<file path="src/rtl/shift_add_mul_sequencer_pkg.sv">
// ---------------------------------------------------------------------------
// alu_defs : shared constants and types for the shift-add multiplier.
//   ALU_WIDTH : datapath width of the shared adder (only 32 is supported)
//   state_t   : sequencer state encoding (IDLE=0, RUN=1, DONE=2; 3 unused)
// ---------------------------------------------------------------------------
package alu_defs;

  localparam int ALU_WIDTH = 32;

  typedef enum logic [1:0] {
    IDLE = 2'd0,
    RUN  = 2'd1,
    DONE = 2'd2
  } state_t;

endpackage

</file>
<file path="src/rtl/shift_add_mul_sequencer_adder.sv">
// ---------------------------------------------------------------------------
// adder_32bit : plain 32-bit ripple/carry adder.
//   a, b     : input  [31:0]  addends
//   carryIn  : input          carry into bit 0
//   sum      : output [31:0]  a + b + carryIn (low 32 bits)
//   carryOut : output         carry out of bit 31
// ---------------------------------------------------------------------------
module adder_32bit (
  input  logic [31:0] a,
  input  logic [31:0] b,
  input  logic        carryIn,
  output logic [31:0] sum,
  output logic        carryOut
);

  assign {carryOut, sum} = {1'b0, a} + {1'b0, b} + {32'd0, carryIn};

endmodule

</file>
<file path="src/rtl/shift_add_mul_sequencer_mux.sv">
// ---------------------------------------------------------------------------
// mux_2x1_32bit : 32-bit two-way selector.
//   sel : input         0 -> in0, 1 -> in1
//   in0 : input  [31:0]
//   in1 : input  [31:0]
//   out : output [31:0]
// ---------------------------------------------------------------------------
module mux_2x1_32bit (
  input  logic        sel,
  input  logic [31:0] in0,
  input  logic [31:0] in1,
  output logic [31:0] out
);

  assign out = sel ? in1 : in0;

endmodule

</file>
<file path="src/rtl/shift_add_mul_sequencer.sv">
// ---------------------------------------------------------------------------
// shift_add_mul_sequencer : multi-cycle unsigned multiplier. One shared 32-bit
// adder is stepped through WIDTH shift-add iterations to form a 2*WIDTH-bit
// product. Valid/ready handshakes on operand and result sides.
//   clk, reset              : clock, synchronous active-high reset
//   inValid / inReady       : operand handshake (accepted only in IDLE)
//   multiplicand, multiplier: unsigned operands, sampled on the accept edge
//   outValid / outReady     : result handshake; product held until taken
//   product                 : multiplicand * multiplier
//   busy                    : high while in RUN or DONE
// ---------------------------------------------------------------------------
module shift_add_mul_sequencer
  import alu_defs::*;
#(
  parameter int WIDTH = ALU_WIDTH
) (
  input  logic               clk,
  input  logic               reset,
  input  logic               inValid,
  output logic               inReady,
  input  logic [WIDTH-1:0]   multiplicand,
  input  logic [WIDTH-1:0]   multiplier,
  output logic               outValid,
  input  logic               outReady,
  output logic [2*WIDTH-1:0] product,
  output logic               busy
);

  localparam int CNT_W = $clog2(WIDTH) + 1;
  localparam logic [CNT_W-1:0] LAST_ITER = CNT_W'(WIDTH - 1);

  state_t               state_q, state_d;
  logic [WIDTH-1:0]     mcand_q, mcand_d;
  logic [WIDTH-1:0]     hi_q, hi_d;
  logic [WIDTH-1:0]     lo_q, lo_d;
  logic [CNT_W-1:0]     count_q, count_d;
  logic                 in_ready_q, in_ready_d;
  logic                 out_valid_q, out_valid_d;
  logic                 busy_q, busy_d;
  logic [2*WIDTH-1:0]   product_q, product_d;

  logic [WIDTH-1:0]     zero_word;
  logic [WIDTH-1:0]     addend;
  logic [WIDTH-1:0]     sum;
  logic                 carry;

  assign zero_word = '0;

  // Addend is the multiplicand when the current multiplier bit is set.
  mux_2x1_32bit u_mux (
    .sel (lo_q[0]),
    .in0 (zero_word),
    .in1 (mcand_q),
    .out (addend)
  );

  adder_32bit u_adder (
    .a        (hi_q),
    .b        (addend),
    .carryIn  (1'b0),
    .sum      (sum),
    .carryOut (carry)
  );

  always_comb begin
    state_d     = state_q;
    mcand_d     = mcand_q;
    hi_d        = hi_q;
    lo_d        = lo_q;
    count_d     = count_q;
    product_d   = product_q;

    case (state_q)
      IDLE: begin
        if (inValid && in_ready_q) begin
          mcand_d = multiplicand;
          hi_d    = '0;
          lo_d    = multiplier;
          count_d = '0;
          state_d = RUN;
        end
      end
      RUN: begin
        // Carry-out becomes the new top bit of hi, so nothing is lost;
        // consumed multiplier bits fall off the bottom of lo.
        hi_d    = {carry, sum[WIDTH-1:1]};
        lo_d    = {sum[0], lo_q[WIDTH-1:1]};
        count_d = count_q + CNT_W'(1);
        if (count_q == LAST_ITER) begin
          state_d = DONE;
        end
      end
      DONE: begin
        if (out_valid_q && outReady) begin
          state_d = IDLE;
        end
      end
      default: state_d = IDLE;
    endcase

    // Result is captured on the first DONE cycle and presented the cycle
    // after, so the product register never holds a partial sum while valid.
    if (state_q == DONE && !out_valid_q) begin
      product_d = {hi_q, lo_q};
    end
    out_valid_d = (state_q == DONE) && !(out_valid_q && outReady);
    in_ready_d  = (state_d == IDLE);
    busy_d      = (state_d == RUN) || (state_d == DONE);
  end

  always_ff @(posedge clk) begin
    if (reset) begin
      state_q     <= IDLE;
      mcand_q     <= '0;
      hi_q        <= '0;
      lo_q        <= '0;
      count_q     <= '0;
      in_ready_q  <= 1'b1;
      out_valid_q <= 1'b0;
      busy_q      <= 1'b0;
      product_q   <= '0;
    end else begin
      state_q     <= state_d;
      mcand_q     <= mcand_d;
      hi_q        <= hi_d;
      lo_q        <= lo_d;
      count_q     <= count_d;
      in_ready_q  <= in_ready_d;
      out_valid_q <= out_valid_d;
      busy_q      <= busy_d;
      product_q   <= product_d;
    end
  end

  assign inReady  = in_ready_q;
  assign outValid = out_valid_q;
  assign busy     = busy_q;
  assign product  = product_q;

endmodule
</file>
<file path="config.mk">
export PLATFORM = sky130hd
export DESIGN_NAME = shift_add_mul_sequencer
export DESIGN_NICKNAME = d
export VERILOG_FILES = /design/src/rtl/shift_add_mul_sequencer_pkg.sv /design/src/rtl/shift_add_mul_sequencer_adder.sv /design/src/rtl/shift_add_mul_sequencer_mux.sv /design/src/rtl/shift_add_mul_sequencer.sv
export SDC_FILE = /design/constraint.sdc
export NUM_CORES = 1
export LEC_CHECK = 0
export ABC_AREA = 1
export CAP_MARGIN = 20
export CORE_MARGIN = 5
export CORE_UTILIZATION = 45
export DETAILED_ROUTE_END_ITERATION = 16
export PLACE_DENSITY = 0.68
export SLEW_MARGIN = 15
export SYNTH_ARGS = -nofsm -noshare
export SYNTH_HDL_FRONTEND = slang
export SYNTH_SLANG_ARGS = --single-unit
</file>
<file path="constraint.sdc">
create_clock -name clk -period 6 [get_ports clk]
set_input_delay 0.6 -clock clk [delete_from_list [all_inputs] [get_ports clk]]
set_output_delay 0.6 -clock clk [all_outputs]
set_load 0.05 [all_outputs]
</file>
==> flow_summary_export.csv, run 1 <==
group,metric,value,unit
placement,gp_routability_congestion,0.937,
synthesis,synth_seq_area_share,38.4,%
synthesis,synthesis.area_per_instance,6.66,um2
global_routing,antenna_violations_before_repair,0,
routing,avgViaCountPerCell,5.03,
setup_path,data_required_time_of_the_worst_path,6.32,ns
hold_path,min_path_type,"reg2reg",
synthesis,synthTopCellsByArea,"sky130_fd_sc_hd__dfxtp_1, sky130_fd_sc_hd__nand2_1, sky130_fd_sc_hd__nor2_1, sky130_fd_sc_hd__a21oi_1, sky130_fd_sc_hd__inv_1",
sta,layout_setup_ws,3.15,ns
hold_path,min_delay_path_depth,2,
clock_network,cts_buffers,17,
power_and_ir_drop,p_leak,4.93,nW
setup_path,reg2regPathDepth,7,
floorplanning,start_util,45.8,%
routing,route.antenna.remaining_nets,0,
sta,rsz0062_at_grt,"false",
routing,remaining_drc_errors,0,
global_routing,wire_length_of_the_first_global_routing_pass,40.8,mm
sta,totalNegativeSetupSlack,0,ns
clock_network,clock_tree.buffer_depth,2,
outcome,outcome,"finished, final reports clean",
sta,max_freq,351,MHz
clock_network,cts_resized,0,
synthesis,post_synth_most_frequent_cells,"sky130_fd_sc_hd__nand2_1, sky130_fd_sc_hd__nor2_1, sky130_fd_sc_hd__dfxtp_1",
sta,maxSlewViolCount,0,
finish,area_growth,23.0,%
finish,n_antenna_cell,0,
synthesis,async_flop_share,0,%
clock_network,cts.sinks,171,
synthesis,synthMostInstantiatedCell,"sky130_fd_sc_hd__nand2_1",
global_routing,overflow,0,
synthesis,number_of_nets_in_the_synthesized_netlist,1441,
clock_network,count_of_h_tree_levels_built_during_cts,4,
finish,design_area,0.0110,mm2
setup_path,cp-start-kind,"primary input",
floorplanning,die_area,0.0227,mm2
sta,period_needed,2.85,ns
finish,fin_nets,1535,
sta,finalClockSkew,0.0139,ns
synthesis,syn-cell-area,0.00891,mm2
hold_path,hold_crit_endpoint,"product[57]$_SDFFE_PP0P_",
sta,maxSlewHeadroom,37.5,%
synthesis,synth-seq-cells,171,
synthesis,yosys_warnings,0,
finish,final_instance_count_excl_fillers,1710,
global_routing,grt_pass1_vias,8268,
global_routing,grt_start_max_net_pins,67,
routing,postRouteWirelength,24.5,mm
placement,buffer_ports.inserted,134,
routing,detail_route.first_pass.iterations,5,
synthesis,synth_enable_flop_cells,0,
placement,numPlacedInstances,1677,
routing,num_vias,8599,
routing,detail_route.wl_per_cell,14.3,um
clock_network,cts_hold_buf,0,
placement,placement.setup.worst_slack,2.65,ns
floorplanning,chipHeight,151,um
sta,final.period_utilization,47.4,%
floorplanning,design.core.area,0.0195,mm2
setup_path,worst-r2r-setup-slack,3.23,ns
sta,timing_hold_violations_final,0,
sta,worst_pin_slew,0.935,ns
clock_network,worstSkewPairLatency,0.43,ns
hold_path,holdCritStartpoint,"product[57]$_SDFFE_PP0P_",
synthesis,dominantRegCellSynth,"sky130_fd_sc_hd__dfxtp_1",
power_and_ir_drop,vdd_ir_drop_max,182,uV
synthesis,synth_largest_type_area_fraction,38.4,%
setup_path,worst_setup_path_end_kind,"register",
setup_path,setup.worst_path.class,"in2reg",
setup_path,worst_r2r_startpoint,"state_q[0]$_SDFF_PP0_",
clock_network,cts_tree,"built",
placement,post_dp_cell_area,0.0103,mm2
finish,share_of_post_route_cells_with_drive_strength_above_1,5.47,%
synthesis,synth_top_area_cell,"sky130_fd_sc_hd__dfxtp_1",
run,drv_cap,0,
setup_path,arrival,3.16,ns
placement,place_hpwl,16.6,mm
clock_network,cts_setup_buffers,0,
floorplanning,num_rows,51,
synthesis,synth_cell_type_count,39,
setup_path,critical_path_peak_fanout,37,
sta,setup-violations-final,0,
setup_path,r2r-end,"inReady$_SDFF_PP1_",
power_and_ir_drop,power_density,243,mW/mm2
floorplanning,io_pins,135,
clock_network,cts.root.buffer_cell,"sky130_fd_sc_hd__clkbuf_16",
synthesis,number_of_standard_cells_after_synthesis,1338,
global_routing,groute.usage.overall,22.1,%
floorplanning,die_x,151,um
clock_network,clkTransAtPathRegs,0.07,ns
routing,detailedRoute.firstIterationViolations,599,
==> registers in the layout, indices dropped and copies added (netlist names) <==
name      cells
lo_q         32
busy          1
state_q       2
product      64
mcand_q      32
outValid      1
inReady       1
count_q       6
hi_q         32
==> power breakdown <==
group	switching, mW	total [mW]	internal (mW)
Clock	0.539	1.14	0.604
Combinational	0.176	0.289	0.113
Sequential	0.0436	1.24	1.19
==> cell type report <==
cell class / instances / area [um2]
multi-input combinational: 939 / 4570
sequential: 171 / 3420
timing repair buffer: 141 / 1400
clock buffer: 17 / 425
clock inverter: 15 / 194
inverter: 162 / 611
tap: 265 / 332
fill: 1936 / 8500
==> through the flow <==
step,total power [mW],util (%),hold WS [ns]
2_1_floorplan,1.45,-,0.437
3_3_place_gp,1.54,53.0,0.449
3_5_place_dp,1.55,53.0,0.452
4_1_cts,2.70,56.2,0.464
5_1_grt,2.80,56.3,0.485
6_report,2.67,56.3,0.460
==> worst max path at each step <==
| stage | endpoint | depth (start not counted) | from | slack, ns |
|---|---|---|---|---|
| after global placement | inReady$_SDFF_PP1_ | 8 | inValid | 2.70 |
| after global routing | inReady$_SDFF_PP1_ | 8 | inValid | 2.95 |
| after CTS | inReady$_SDFF_PP1_ | 8 | inValid | 3.13 |
| final | inReady$_SDFF_PP1_ | 8 | inValid | 3.15 |
| after detailed placement | inReady$_SDFF_PP1_ | 8 | inValid | 2.65 |
| after floorplan | hi_q[15]$_SDFFE_PP0P_ | 15 | lo_q[0]$_SDFFE_PP0P_ | 3.90 |
==> worst max-delay path, stage by stage <==
cell                              delay (ns)
sky130_fd_sc_hd__clkdlybuf4s50_1        0.45
sky130_fd_sc_hd__nand4_1                0.13
sky130_fd_sc_hd__inv_2                  0.54
sky130_fd_sc_hd__nor2_8                 0.24
sky130_fd_sc_hd__inv_2                  0.55
sky130_fd_sc_hd__nand2_1                0.15
sky130_fd_sc_hd__ha_1                   0.21
sky130_fd_sc_hd__or2_2                  0.26
==> cell families (layout without fill, tap and decap cells) <==
logic type	count (synthesis)	after routing	share of synthesized area [%]
DFF	171	171	38.4
buffers and inverters	228	335	10.4
and+or+nand+nor	684	684	32.1
adders and majority gates	35	35	5.00
AOI/OAI and AO/OA	220	220	14.1
==> cells in the final DEF (no fill, tap or decap), types with 2 or more instances in the layout <==
| cell | n |
|---|---|
| sky130_fd_sc_hd__nand2_1 | 359 |
| sky130_fd_sc_hd__nor2_1 | 173 |
| sky130_fd_sc_hd__dfxtp_1 | 171 |
| sky130_fd_sc_hd__inv_1 | 156 |
| sky130_fd_sc_hd__clkdlybuf4s50_1 | 133 |
| sky130_fd_sc_hd__a21oi_1 | 130 |
| sky130_fd_sc_hd__nand3_1 | 106 |
| sky130_fd_sc_hd__o21ai_0 | 45 |
| sky130_fd_sc_hd__ha_1 | 34 |
| sky130_fd_sc_hd__o221ai_1 | 31 |
| sky130_fd_sc_hd__clkbuf_16 | 17 |
| sky130_fd_sc_hd__nand2_2 | 11 |
| sky130_fd_sc_hd__nand3_2 | 7 |
| sky130_fd_sc_hd__buf_4 | 7 |
| sky130_fd_sc_hd__nand4_1 | 5 |
| sky130_fd_sc_hd__inv_2 | 5 |
| sky130_fd_sc_hd__nor2_2 | 5 |
| sky130_fd_sc_hd__inv_8 | 5 |
| sky130_fd_sc_hd__o21bai_1 | 4 |
| sky130_fd_sc_hd__nand3b_1 | 4 |
| sky130_fd_sc_hd__clkinv_8 | 4 |
| sky130_fd_sc_hd__nor3_1 | 3 |
| sky130_fd_sc_hd__or2_2 | 3 |
| sky130_fd_sc_hd__nor2_4 | 2 |
| sky130_fd_sc_hd__a21oi_2 | 2 |
| sky130_fd_sc_hd__or2_1 | 2 |
| sky130_fd_sc_hd__o21ai_1 | 2 |
| sky130_fd_sc_hd__a221oi_1 | 2 |
| sky130_fd_sc_hd__clkinv_4 | 2 |
| sky130_fd_sc_hd__inv_6 | 2 |
==> routing by layer <==
| layer | wire (um) | global-route usage (%) |
|---|---|---|
| met3 | 1470 | 4.79 |
| met5 | 0 | 0 |
| met2 | 11200 | 36.1 |
| met1 | 11500 | 29.6 |
| met4 | 335 | 5.80 |
Note: power is estimated with default switching activity, not from simulation.
==> run 2, diff against run 1 <==
==> constraint.sdc (replaced) <==
create_clock -name clk -period 2.98 [get_ports clk]
set_input_delay 0.298 -clock clk [delete_from_list [all_inputs] [get_ports clk]]
set_output_delay 0.298 -clock clk [all_outputs]
set_load 0.05 [all_outputs]
==> run 2 against run 1 <==
  * Utilization up 0.24 points
  * Sequential share of layout area down 0.13 points
  * Total power up 100%
  * Global-route usage up 0.13 points
  * Die area unchanged
  * Critical path depth up 5
  * Highest routed layer unchanged
  * Design area up 0.42%
  * Non-clock buffer count up 7
  * Routed wire length up 1.7%
  * Critical path type is now reg2reg
  * Clock-buffer cell count unchanged
  * Register-to-register slack worse by 2.8 ns
==> flow_summary_export.csv, run 2 (same netlist as run 1, synthesis figures left out) <==
group,metric,value,unit
routing,remaining_drc_errors,0,
clock_network,cts.sinks,171,
power_and_ir_drop,comb_power_share,11.4,%
finish,fin_nets,1542,
routing,detailedRoute.firstIterationViolations,564,
power_and_ir_drop,p_leak,4.95,nW
sta,final.period_utilization,84.2,%
routing,postRouteWirelength,24.9,mm
floorplanning,die_area,0.0227,mm2
power_and_ir_drop,vdd_ir_drop_max,356,uV
clock_network,count_of_h_tree_levels_built_during_cts,4,
global_routing,antenna_violations_before_repair,0,
finish,n_antenna_cell,0,
setup_path,data_required_time_of_the_worst_path,3.27,ns
sta,setup-violations-final,0,
placement,gp_routability_congestion,0.934,
sta,worst_pin_slew,0.913,ns
sta,maxSlewHeadroom,39.1,%
setup_path,cp-start-kind,"register",
setup_path,setup.worst_path.class,"reg2reg",
power_and_ir_drop,totalPowerFinal,5.32,mW
sta,timing_hold_violations_final,0,
clock_network,clkTransAtPathRegs,0.08,ns
clock_network,cts_buffers,17,
hold_path,min_path_type,"in2reg",
clock_network,cts.root.buffer_cell,"sky130_fd_sc_hd__clkbuf_16",
clock_network,clock_tree.buffer_depth,2,
clock_network,cts_setup_buffers,0,
global_routing,groute.usage.overall,22.2,%
power_and_ir_drop,power_density,484,mW/mm2
routing,route.antenna.remaining_nets,0,
global_routing,wire_length_of_the_first_global_routing_pass,40.7,mm
placement,buffer_ports.inserted,134,
power_and_ir_drop,power_report.internal_total,3.78,mW
outcome,outcome,"finished, final reports clean",
finish,flip_flop_count_of_the_largest_register_all_copies_and_words_added,64,
routing,num_vias,8651,
clock_network,cts_tree,"built",
sta,rsz0062_at_grt,"false",
power_and_ir_drop,switching_power_share_of_the_total,29.1,%
floorplanning,chipHeight,151,um
clock_network,worstSkewPairLatency,0.44,ns
power_and_ir_drop,share_clk_of_total_power,41.9,%
sta,finalClockSkew,0.0199,ns
finish,share_of_post_route_cells_with_drive_strength_above_1,5.92,%
run,drv_cap,0,
finish,mostFrequentLayoutCell,"sky130_fd_sc_hd__nand2_1",
clock_network,cts_resized,0,
setup_path,critical_path_peak_fanout,25,
setup_path,arrival,2.80,ns
placement,place_hpwl,17.2,mm
sta,maxSlewViolCount,0,
global_routing,overflow,0,
finish,area_growth,23.5,%
global_routing,grt_pass1_vias,8293,
finish,mostFrequentLayoutCells,"sky130_fd_sc_hd__nand2_1, sky130_fd_sc_hd__nor2_1, sky130_fd_sc_hd__dfxtp_1",
routing,detail_route.first_pass.iterations,6,
sta,totalNegativeSetupSlack,0,ns
clock_network,cts_hold_buf,0,
sta,period_needed,2.51,ns
hold_path,min_delay_path_depth,2,
floorplanning,design.core.area,0.0195,mm2
global_routing,grt_start_max_net_pins,80,
power_and_ir_drop,net-switching-power,1.55,mW
power_and_ir_drop,power.share.sequential,46.7,%
floorplanning,start_util,45.8,%
routing,avgViaCountPerCell,5.04,
setup_path,reg2regPathDepth,13,
floorplanning,die_x,151,um
sta,max_freq,399,MHz
setup_path,worst_setup_path_end_kind,"register",
floorplanning,num_rows,51,
floorplanning,io_pins,135,
routing,detail_route.wl_per_cell,14.5,um
-- run 2: cell types whose count changed in the layout (fill, tap and decap cells not counted) --
| cell | previous run | this run |
|---|---|---|
| sky130_fd_sc_hd__buf_4 | 7 | 13 |
| sky130_fd_sc_hd__clkinvlp_4 | 1 | 3 |
| sky130_fd_sc_hd__buf_12 | 1 | 2 |
| sky130_fd_sc_hd__bufinv_16 | 1 | 0 |
| sky130_fd_sc_hd__clkinv_4 | 2 | 1 |
| sky130_fd_sc_hd__inv_12 | 0 | 1 |
| sky130_fd_sc_hd__inv_8 | 5 | 4 |
-- run 2: worst max-delay path, stage by stage, from the launching register on --
cell	delay, ns
sky130_fd_sc_hd__dfxtp_1	0.61
sky130_fd_sc_hd__buf_12	0.24
sky130_fd_sc_hd__nand2_1	0.13
sky130_fd_sc_hd__fa_1	0.40
sky130_fd_sc_hd__inv_1	0.13
sky130_fd_sc_hd__nand3_1	0.08
sky130_fd_sc_hd__nand3_1	0.15
sky130_fd_sc_hd__nand3_1	0.09
sky130_fd_sc_hd__nand3_1	0.15
sky130_fd_sc_hd__nand2_1	0.09
sky130_fd_sc_hd__nand2_1	0.08
sky130_fd_sc_hd__nand2_1	0.06
sky130_fd_sc_hd__nand3_1	0.08
sky130_fd_sc_hd__a21oi_1	0.06
-- run 2: final timing paths --
| kind | startpoint | endpoint | slack [ns] |
|---|---|---|---|
| min | reset | product[16]$_SDFFE_PP0P_ | 0.24 |
| max reg2reg | lo_q[0]$_SDFFE_PP0P_ | hi_q[27]$_SDFFE_PP0P_ | 0.47 |
| max | lo_q[0]$_SDFFE_PP0P_ | hi_q[27]$_SDFFE_PP0P_ | 0.47 |
| min reg2reg | product[40]$_SDFFE_PP0P_ | product[40]$_SDFFE_PP0P_ | 0.46 |
-- run 2: power groups by stage --
stage                     clock network, mW  logic, mW  registers, mW
final                                  2.23      0.607           2.49
after global routing                   2.39      0.679           2.50
after CTS                              2.28      0.609           2.49
after detailed placement                  0      0.606           2.54
after global placement                    0      0.596           2.54
after floorplan                           0      0.403           2.52
-- run 2: area by class of cell --
| cell class | instances | area (um2) |
|---|---|---|
| multi-input cells | 939 | 4570 |
| clock buffers | 17 | 425 |
| well taps | 265 | 332 |
| fillers | 1944 | 8460 |
| clock inverters | 15 | 175 |
| repair buffers | 148 | 1470 |
| inverters | 162 | 611 |
| flip-flops and latches | 171 | 3420 |
-- run 2: layer usage --
layer,part of all wire (%),track usage [%]
met5,0,0
met4,1.5,6.89
met3,5.9,5.24
met2,46,36.2
met1,47,29.2
-- run 2: stage by stage --
step	hold slack [ns]	utilization, %	instances	setup WS [ns]	cell area (um2)
4_1_cts	0.231	56.4	1716	0.459	11000
5_1_grt	0.238	56.5	1717	0.195	11000
3_3_place_gp	0.449	53.4	1684	0.587	10400
6_report	0.235	56.5	1717	0.472	11000
3_5_place_dp	0.453	53.4	1684	0.487	10400
2_1_floorplan	0.437	-	1338	0.880	8910
==> run 3, diff against run 2 <==
==> constraint.sdc (replaced) <==
create_clock -name clk -period 2.37 [get_ports clk]
set_input_delay 0.237 -clock clk [delete_from_list [all_inputs] [get_ports clk]]
set_output_delay 0.237 -clock clk [all_outputs]
set_load 0.05 [all_outputs]
==> run 3 against run 2 <==
  * Register-to-register slack worse by 0.35 ns
  * First-iteration DRC count is 6.7% higher
  * Flip-flop and latch count unchanged
  * Routed wire length rose by 1.2%
  * Via count increased by 1.4%
  * Total power rose by 28%
  * Critical path type unchanged
  * Largest cell class unchanged
==> flow_summary_export.csv, run 3 (same netlist as run 1, synthesis figures left out) <==
group,metric,value,unit
outcome,outcome,"finished, final reports clean",
setup_path,cpMaxStageDelayCell,"sky130_fd_sc_hd__dfxtp_4",
clock_network,cts.root.buffer_cell,"sky130_fd_sc_hd__clkbuf_16",
setup_path,worst_r2r_startpoint,"lo_q[0]$_SDFFE_PP0P_",
clock_network,worstSkewPairLatency,0.44,ns
setup_path,worst-r2r-setup-slack,0.13,ns
setup_path,critical_path_peak_fanout,17,
floorplanning,num_rows,51,
routing,route.top_layer_used,"met4",
clock_network,cts_buffers,17,
floorplanning,design.core.area,0.0195,mm2
hold_path,hold_crit_endpoint,"product[19]$_SDFFE_PP0P_",
placement,numPlacedInstances,1687,
floorplanning,chipHeight,151,um
routing,route.layer.met1.wl,11.9,mm
finish,mostFrequentLayoutCells,"sky130_fd_sc_hd__nand2_1, sky130_fd_sc_hd__nor2_1, sky130_fd_sc_hd__dfxtp_1",
power_and_ir_drop,totalPowerFinal,6.81,mW
run,drv_cap,0,
finish,share_of_post_route_cells_with_drive_strength_above_1,6.94,%
sta,period_needed,2.24,ns
sta,worst_pin_slew,0.681,ns
setup_path,r2r-end,"hi_q[14]$_SDFFE_PP0P_",
setup_path,reg2regPathDepth,13,
routing,detail_route.wl_per_cell,14.7,um
global_routing,overflow,0,
global_routing,wire_length_of_the_first_global_routing_pass,41.0,mm
setup_path,worstSetupStartpoint,"lo_q[0]$_SDFFE_PP0P_",
setup_path,cp-start-kind,"register",
clock_network,cts_tree,"built",
setup_path,critical_path.cell_chain,"buf_12, nand2_1, inv_1, ha_1, nand2_1, inv_1, nand2_1, inv_1, a21oi_1, nand2_4, or2_1, nand3_1, a21oi_1",
floorplanning,start_util,45.8,%
clock_network,cts_hold_buf,0,
routing,met2_length,11.6,mm
hold_path,min_delay_path_depth,2,
global_routing,grt_start_max_net_pins,66,
clock_network,clkTransAtPathRegs,0.08,ns
floorplanning,die_area,0.0227,mm2
global_routing,groute.usage.overall,22.4,%
floorplanning,io_pins,135,
power_and_ir_drop,power_density,613,mW/mm2
setup_path,worst_setup_path_end_kind,"register",
finish,area_growth,24.7,%
finish,final_instance_count_excl_fillers,1720,
finish,n_antenna_cell,0,
setup_path,setup.worst_path.class,"reg2reg",
routing,route.antenna.remaining_nets,0,
routing,num_vias,8768,
power_and_ir_drop,vdd_ir_drop_max,489,uV
finish,mostFrequentLayoutCell,"sky130_fd_sc_hd__nand2_1",
sta,setup-violations-final,0,
routing,detailroute.wirelength.met3,1.40,mm
floorplanning,die_x,151,um
sta,max_freq,446,MHz
global_routing,grt_pass1_vias,8296,
sta,final.period_utilization,94.7,%
placement,place_hpwl,17.6,mm
clock_network,count_of_h_tree_levels_built_during_cts,4,
routing,detailedRoute.firstIterationViolations,602,
routing,detail_route.first_pass.iterations,5,
sta,finalClockSkew,0.0142,ns
global_routing,antenna_violations_before_repair,0,
setup_path,arrival,2.54,ns
routing,remaining_drc_errors,0,
routing,avgViaCountPerCell,5.10,
clock_network,cts.sinks,171,
setup_path,data_required_time_of_the_worst_path,2.67,ns
hold_path,holdCritStartpoint,"reset",
finish,fin_nets,1545,
routing,postRouteWirelength,25.2,mm
placement,buffer_ports.inserted,134,
setup_path,worst_path_largest_cell_delay,0.38,ns
sta,maxSlewHeadroom,54.6,%
placement,gp_routability_congestion,0.922,
clock_network,clock_tree.buffer_depth,2,
sta,rsz0062_at_grt,"true",
hold_path,min_path_type,"in2reg",
sta,timing_hold_violations_final,0,
power_and_ir_drop,p_leak,5.00,nW
sta,maxSlewViolCount,0,
finish,utilization_after_layout,57.1,%
finish,flip_flop_count_of_the_largest_register_all_copies_and_words_added,64,
## run 3: per-stage QoR
stage	hold WS [ns]	TNS (ns)	instance area (um2)	setup slack, ns
finish	0.190	0	11100	0.126
global route	0.198	-0.0144	11100	-0.0112
CTS	0.184	0	11000	0.121
detailed placement	0.454	0	10400	0.147
global placement	0.448	0	10400	0.198
floorplan	0.397	0	8910	0.270
## run 3: layer usage
layer | vias up | GRT usage, %
li1 | 4512 | -
met1 | 4020 | 30.1
met2 | 215 | 36.1
met3 | 21 | 4.85
met4 | 0 | 6.57
met5 | - | 0
## run 3: worst max-delay path: cells and delay by family (launching register included)
kind            cells  cell delay (ns)
buf+inv             4             0.34
flops               1             0.38
simple gates        6             0.71
compound gates      2             0.32
fa+ha+maj           1             0.35
## run 3: layout make-up
cell class	instances	area [um2]
flip-flops and latches	171	3430
clock inverters	15	206
well taps	265	332
inverters	162	611
clock buffers	17	425
repair buffers	151	1500
fillers	1920	8350
multi-input cells	939	4620
## run 3: worst max path at each step
stage	slack [ns]	depth (start not counted)	endpoint
floorplan	0.27	15	hi_q[15]$_SDFFE_PP0P_
global placement	0.20	14	hi_q[31]$_SDFFE_PP0P_
detailed placement	0.15	14	hi_q[31]$_SDFFE_PP0P_
CTS	0.12	14	hi_q[31]$_SDFFE_PP0P_
global route	-0.01	13	hi_q[26]$_SDFFE_PP0P_
finish	0.13	13	hi_q[14]$_SDFFE_PP0P_
## run 3: report_power, final
group | switching, mW | internal [mW]
sequential | 0.107 | 3.02
clock | 1.44 | 1.46
combinational | 0.472 | 0.311
total | 2.02 | 4.79
## run 3: what timing repair did
action | 4_1_cts | 5_1_grt
endpoints found under the setup margin | 0 | 15
resized for setup | 0 | 15
buffers inserted | 0 | 0
